$ cat config.mk
export PLATFORM = sky130hd
export DESIGN_NAME = frame_update_scheduler
export DESIGN_NICKNAME = d
export VERILOG_FILES = /design/src/rtl/frame_update_scheduler.sv
export SDC_FILE = /design/constraint.sdc
export NUM_CORES = 1
export LEC_CHECK = 0
export ABC_AREA = 1
export BUFFER_PORTS_ARGS = -buffer_cell sky130_fd_sc_hd__buf_2
export CAP_MARGIN = 0
export CORE_ASPECT_RATIO = 0.75
export CORE_MARGIN = 5
export CORE_UTILIZATION = 40
export DETAILED_ROUTE_END_ITERATION = 16
export HOLD_SLACK_MARGIN = 0.15
export PLACE_DENSITY = 0.72
export SLEW_MARGIN = 20
export SYNTH_ARGS = -nofsm -noshare
export SYNTH_HDL_FRONTEND = slang
export SYNTH_SLANG_ARGS = --single-unit
$ cat constraint.sdc
create_clock -name CLOCK_50 -period 1.4 [get_ports CLOCK_50]
set_clock_uncertainty 0.05 [all_clocks]
set_input_delay 0.07 -clock CLOCK_50 [delete_from_list [all_inputs] [get_ports CLOCK_50]]
set_output_delay 0.07 -clock CLOCK_50 [all_outputs]
set_load 0.05 [all_outputs]
$ cat src/rtl/frame_update_scheduler.sv
// Polls the object-update units once per vertical blank over req/ack, then commits
// every staged coordinate into the renderer-facing shadow registers in a single cycle.
module frame_update_scheduler #(
  parameter int N_OBJ       = 4,
  parameter int Y_VBLANK    = 515,
  parameter int ACK_TIMEOUT = 255
) (
  input  logic                 CLOCK_50,
  input  logic                 reset,
  input  logic                 ativo,
  input  logic [9:0]           VGA_Y,
  input  logic [N_OBJ-1:0]     upd_ack,
  input  logic [10*N_OBJ-1:0]  obj_x_in,
  input  logic [10*N_OBJ-1:0]  obj_y_in,
  output logic [N_OBJ-1:0]     upd_req,
  output logic [10*N_OBJ-1:0]  obj_x_out,
  output logic [10*N_OBJ-1:0]  obj_y_out,
  output logic                 commit,
  output logic                 busy,
  output logic [15:0]          frame_count,
  output logic                 timeout_err,
  output logic                 overrun
);

  localparam int IDX_W = (N_OBJ > 1) ? $clog2(N_OBJ) : 1;
  localparam int CNT_W = $clog2(ACK_TIMEOUT + 1);

  typedef enum logic [1:0] {S_IDLE, S_REQ, S_COMMIT} state_t;

  state_t              state_q, state_d;
  logic [IDX_W-1:0]    idx_q, idx_d;
  logic [CNT_W-1:0]    cnt_q, cnt_d;
  logic                in_vb_q, in_vb_prev_q;
  logic [10*N_OBJ-1:0] stage_x_q, stage_x_d, stage_y_q, stage_y_d;
  logic [10*N_OBJ-1:0] obj_x_q, obj_x_d, obj_y_q, obj_y_d;
  logic [15:0]         frame_count_q, frame_count_d;
  logic                timeout_q, timeout_d, overrun_q, overrun_d;

  logic                vb_edge, cur_ack, ack_expired, last_obj;
  logic [N_OBJ-1:0]    take;

  assign vb_edge     = in_vb_q & ~in_vb_prev_q;
  assign cur_ack     = upd_ack[idx_q];
  assign ack_expired = (cnt_q == CNT_W'(ACK_TIMEOUT - 1));
  assign last_obj    = (idx_q == IDX_W'(N_OBJ - 1));

  // Only the currently requested object may load its staging slot.
  for (genvar gi = 0; gi < N_OBJ; gi++) begin : g_take
    assign take[gi] = (state_q == S_REQ) && (idx_q == IDX_W'(gi)) && upd_ack[gi];
  end

  always_ff @(posedge CLOCK_50) begin
    if (reset) begin
      state_q       <= S_IDLE;
      idx_q         <= '0;
      cnt_q         <= '0;
      in_vb_q       <= 1'b0;
      in_vb_prev_q  <= 1'b0;
      stage_x_q     <= '0;
      stage_y_q     <= '0;
      obj_x_q       <= '0;
      obj_y_q       <= '0;
      frame_count_q <= '0;
      timeout_q     <= 1'b0;
      overrun_q     <= 1'b0;
    end else begin
      state_q       <= state_d;
      idx_q         <= idx_d;
      cnt_q         <= cnt_d;
      in_vb_q       <= (VGA_Y >= 10'(Y_VBLANK));
      in_vb_prev_q  <= in_vb_q;
      stage_x_q     <= stage_x_d;
      stage_y_q     <= stage_y_d;
      obj_x_q       <= obj_x_d;
      obj_y_q       <= obj_y_d;
      frame_count_q <= frame_count_d;
      timeout_q     <= timeout_d;
      overrun_q     <= overrun_d;
    end
  end

  always_comb begin
    state_d = state_q;
    idx_d   = idx_q;
    cnt_d   = cnt_q;
    case (state_q)
      S_IDLE: begin
        if (vb_edge && ativo) begin
          state_d = S_REQ;
          idx_d   = '0;
          cnt_d   = '0;
        end
      end
      S_REQ: begin
        if (cur_ack || ack_expired) begin
          cnt_d = '0;
          if (last_obj) state_d = S_COMMIT;
          else          idx_d   = idx_q + IDX_W'(1);
        end else begin
          cnt_d = cnt_q + CNT_W'(1);
        end
      end
      S_COMMIT: state_d = S_IDLE;
      default:  state_d = S_IDLE;
    endcase
  end

  // A timed-out object keeps its staged value, which equals its last committed one.
  always_comb begin
    stage_x_d = stage_x_q;
    stage_y_d = stage_y_q;
    for (int i = 0; i < N_OBJ; i++) begin
      if (take[i]) begin
        stage_x_d[i*10 +: 10] = obj_x_in[i*10 +: 10];
        stage_y_d[i*10 +: 10] = obj_y_in[i*10 +: 10];
      end
    end
    obj_x_d       = (state_q == S_COMMIT) ? stage_x_q : obj_x_q;
    obj_y_d       = (state_q == S_COMMIT) ? stage_y_q : obj_y_q;
    frame_count_d = (state_q == S_COMMIT) ? frame_count_q + 16'd1 : frame_count_q;
    timeout_d     = timeout_q | ((state_q == S_REQ) && !cur_ack && ack_expired);
    overrun_d     = overrun_q | (vb_edge && (state_q != S_IDLE));
  end

  always_comb begin
    upd_req = '0;
    for (int i = 0; i < N_OBJ; i++) begin
      upd_req[i] = (state_q == S_REQ) && (idx_q == IDX_W'(i));
    end
    commit = (state_q == S_COMMIT);
    busy   = (state_q != S_IDLE);
  end

  assign obj_x_out   = obj_x_q;
  assign obj_y_out   = obj_y_q;
  assign frame_count = frame_count_q;
  assign timeout_err = timeout_q;
  assign overrun     = overrun_q;

endmodule

==> metrics.md <==
| Metric | Value |
|---|---|
| Drt pass-1 iters | `5` |
| Antenna-violating nets left | `0` |
| Post-synth top flop | `dfxtp_1` |
| Inst Count DP | `1,264` |
| # DRC | `0` |
| Total negative slack | `-4.17 ns` |
| Top delay family on crit path | `simple AND/OR/NAND/NOR gates` |
| Die width | `163 um` |
| Final Worst Setup Slack | `-0.137 ns` |
| Top Metal Used | `met4` |
| Fmax | `0.650 GHz` |
| Gate count of the mapped netlist | `851` |
| CTS root buffer | `clkbuf_16` |
| P per Cell Area | `roughly 1000 nW/um^2` |
| Via count | `just over 7k` |
| GRT Overall Usage | `0.189` |
| Critical Path AT | `between 1.5 and 2 ns` |
| Most common cell on crit path | `nand2_4` |
| Crit path launch type | `flip-flop` |
| Int Pwr | `8.68 mW` |
| HP Class | `input port to flip-flop` |
| Least-Margin Pin Slew | `0.625 ns` |
| CP max-delay cell | `dfxtp_4` |
| Clock share of power | `0.432` |
| Clk sink count | `192` |
| WL met3 | `1450 um` |
| 1st-iter DRT viols | `586` |
| Post-synthesis cell type count | `28` |
| Final setup viols | `79` |
| Final Hold Viols | `0` |
| Max-cap viol count | `0` |
| # nets final | `~1.3k` |
| Row count | `42` |
| P&R area growth vs syn | `59.9%` |
| Number of global-route vias before repair | `6,419` |
| Yosys warns | `0` |
| Largest net degree at the start of global routing | `between 60 and 70` |
| Async SR Flop Fraction | `0` |
| Wirelength, routed | `23,600 um` |
| Max IR drop VDD | `~750 uV` |
| Post-Syn Area | `approximately 7000 um^2` |
| Top-area cell type share of the netlist area | `0.547` |
| DRT met1 WL | `10,000 um` |
| Post-Synth XOR/XNOR Area | `0.00499` |
| Routed wire per std cell | `16.5 um` |
| CTS tree | `built` |
| Crit end category | `flip-flop` |
| Global-route wire length before repair | `approximately 32,000 um` |
| Post-synth EDFFs | `0` |
| Initial antenna violation count | `2` |
| Sw Pwr | `2.84 mW` |
| Overflow after GRT | `0` |
| Simple-Gate Fraction of Synth Area | `0.0925` |
| #FFs+latches synth | `about 190` |
| Worst-path fanout max | `6` |
| Worst-path cell chain | `inv_6, buf_4, nand2_2, nand3_2, nand2_4, nand3_4, nand2_4, nand2_8, nor3b_2` |
| Final period utilization | `1.10` |
| Final core occ | `0.644` |
| Die Area | `20,300 um^2` |
| Post-Synth Adder-Cell Area | `0.0125` |
| Gate power share | `0.088` |
| Fin cells | `1,432` |
| WL met2 | `11,600 um` |
| Synth Area in Compound Gates | `0.244` |
| Syn Area/Cell | `approximately 8.3 um^2` |
| Final Max Slew Viols | `0` |
| Share of layout cells above drive strength 1 | `0.374` |
| Main combinational cell family by area after synthesis | `compound AO/OA/AOI/OAI gates` |
| Worst stage delay on the critical path | `between 0.4 and 0.5 ns` |
| I/O pins | `201` |
| Fin crit period | `1.54 ns` |
| Failing checks | `setup timing` |
| Seq/Total Area, Yosys | `0.547` |
| Initial Util | `0.403` |
| Pleak | `4.77 nW` |
| Synthesized net count | `955` |
| Vias per cell | `5.02` |
| Die Y | `125 um` |
| Synth area leader | `dfxtp_1` |
| WP buf/inv | `2` |
| Largest cells by area after synthesis | `dfxtp_1 55%, a21oi_1 12%, o21ai_0 12%` |
| Sequential power share | `0.481` |
| Setup CP Type | `flip-flop to flip-flop` |
| Status | `finished with violations` |
| DPL Wire Length | `11,900 um` |
| RSZ-0062 raised after global routing | `yes` |
| Clk_lat worst skew | `0.42 ns` |
| Net Sw Frac | `0.246` |
| H-tree depth | `4` |
| Clock Path Buffers | `2` |
| Clk slew on worst S/H paths | `0.07 ns` |
| R2r setup slk | `-0.14 ns` |
| CP required | `1.70 ns` |
| Max-slew headroom | `0.582` |
| IO Port Bufs | `200` |
| Post-synthesis mux area share | `0` |
| Final Wtd Congestion | `around 0.82` |
| Core box area | `17,400 um^2` |
| Inserted Clock Buffers | `17` |
## final cells by class
cell class / count / area (um^2)
Tap cell: 242 / 303
Fill cell: 1364 / 6220
Antenna cell: 2 / 5.00
Sequential cell: 192 / 3890
Clock buffer: 19 / 464
Multi-Input combinational cell: 487 / 3050
Timing Repair Buffer: 359 / 2910
Clock inverter: 13 / 144
Inverter: 118 / 465
## power groups by stage
stage | clock (mW) | combinational, mW | sequential, mW
3_5_place_dp | 0 | 0.556 | 5.65
5_1_grt | 5.28 | 1.08 | 5.54
2_1_floorplan | 0 | 0.314 | 5.65
3_3_place_gp | 0 | 0.549 | 5.65
6_report | 4.97 | 1.01 | 5.54
4_1_cts | 5.05 | 0.800 | 5.53
## worst min-delay path: cells and delay by family
family,cells,cell delay [ns]
buffers and inverters,2,0.60
AO/OA/AOI/OAI,2,0.15
## path summary, 6_finish.rpt
path | startpoint | end | cells after the start
hold / removal | obj_y_in[35] | stage_y_q[35]$_SDFFE_PP0P_ | 4
setup / recovery | idx_q[0]$_SDFFE_PP0P_ | cnt_q[6]$_SDFFE_PP0P_ | 9
hold reg to reg | stage_x_q[4]$_SDFFE_PP0P_ | obj_x_out[4]$_SDFFE_PP0P_ | 2
setup reg to reg | idx_q[0]$_SDFFE_PP0P_ | cnt_q[6]$_SDFFE_PP0P_ | 9
## through the flow
stage	hold slack (ns)	instance area (um^2)	total power [mW]	setup WS, ns
global route	0.398	11200	11.9	-0.208
CTS	0.362	10200	11.4	-0.0997
finish	0.392	11200	11.5	-0.137
detailed placement	0.284	8460	6.21	-0.0168
floorplan	0.0891	7180	5.97	-0.0921
global placement	0.268	8460	6.20	0.0345
## synth_stat cells, drive strengths merged (2+ instances only)
cell and n:
nor2 42, nand3 17, dfxtp 192, nor3 8
o21ai 167, ha 7, clkbuf 34, a21oi 172
nand4 7, nor3b 2, a31oi 3, buf 20
xnor2 2, xor2 2, inv 118, nand2 56
## routing by layer
metal | vias up | GRT usage
met2 | 273 | 0.307
met5 | - | 0
met4 | 0 | 0.0631
met1 | 3386 | 0.241
li1 | 3483 | -
met3 | 46 | 0.0536
## placed cells by master, fill, tap and decap left out, types with 8 or more instances in the layout
master	count
nand2_1	40
nand3_2	8
dfxtp_2	14
inv_1	105
buf_6	11
nor2_4	9
a21oi_2	16
clkbuf_16	29
nand3_1	8
dlygate4sd3_1	99
buf_4	26
nor2_1	29
o21ai_0	90
dfxtp_1	171
a21oi_1	156
buf_2	194
o21ai_2	47
o21ai_1	23
buf_12	9
## kinds of logic after synthesis
| group | Yosys count |
|---|---|
| compound gates | 342 |
| xor+xnor | 4 |
| fa+ha+maj | 7 |
| buf+inv | 172 |
| flops | 192 |
| simple gates | 134 |
## flip-flops by register name, indices dropped and copies added (netlist names)
name          count
obj_x_out        40
obj_y_out        40
stage_x_q        40
stage_y_q        40
frame_count      16
cnt_q             8
idx_q             2
state_q           2
in_vb_prev_q      1
in_vb_q           1
overrun           1
timeout_err       1
## repair_timing
action	CTS	global route
pin swaps	5	32
endpoints found under the setup margin	15	166
cloned	1	15
endpoints found under the hold margin	111	13
gates resized for setup	40	148
hold buffers	97	4
buffers inserted	5	13
(Power assumes the default switching activity.)
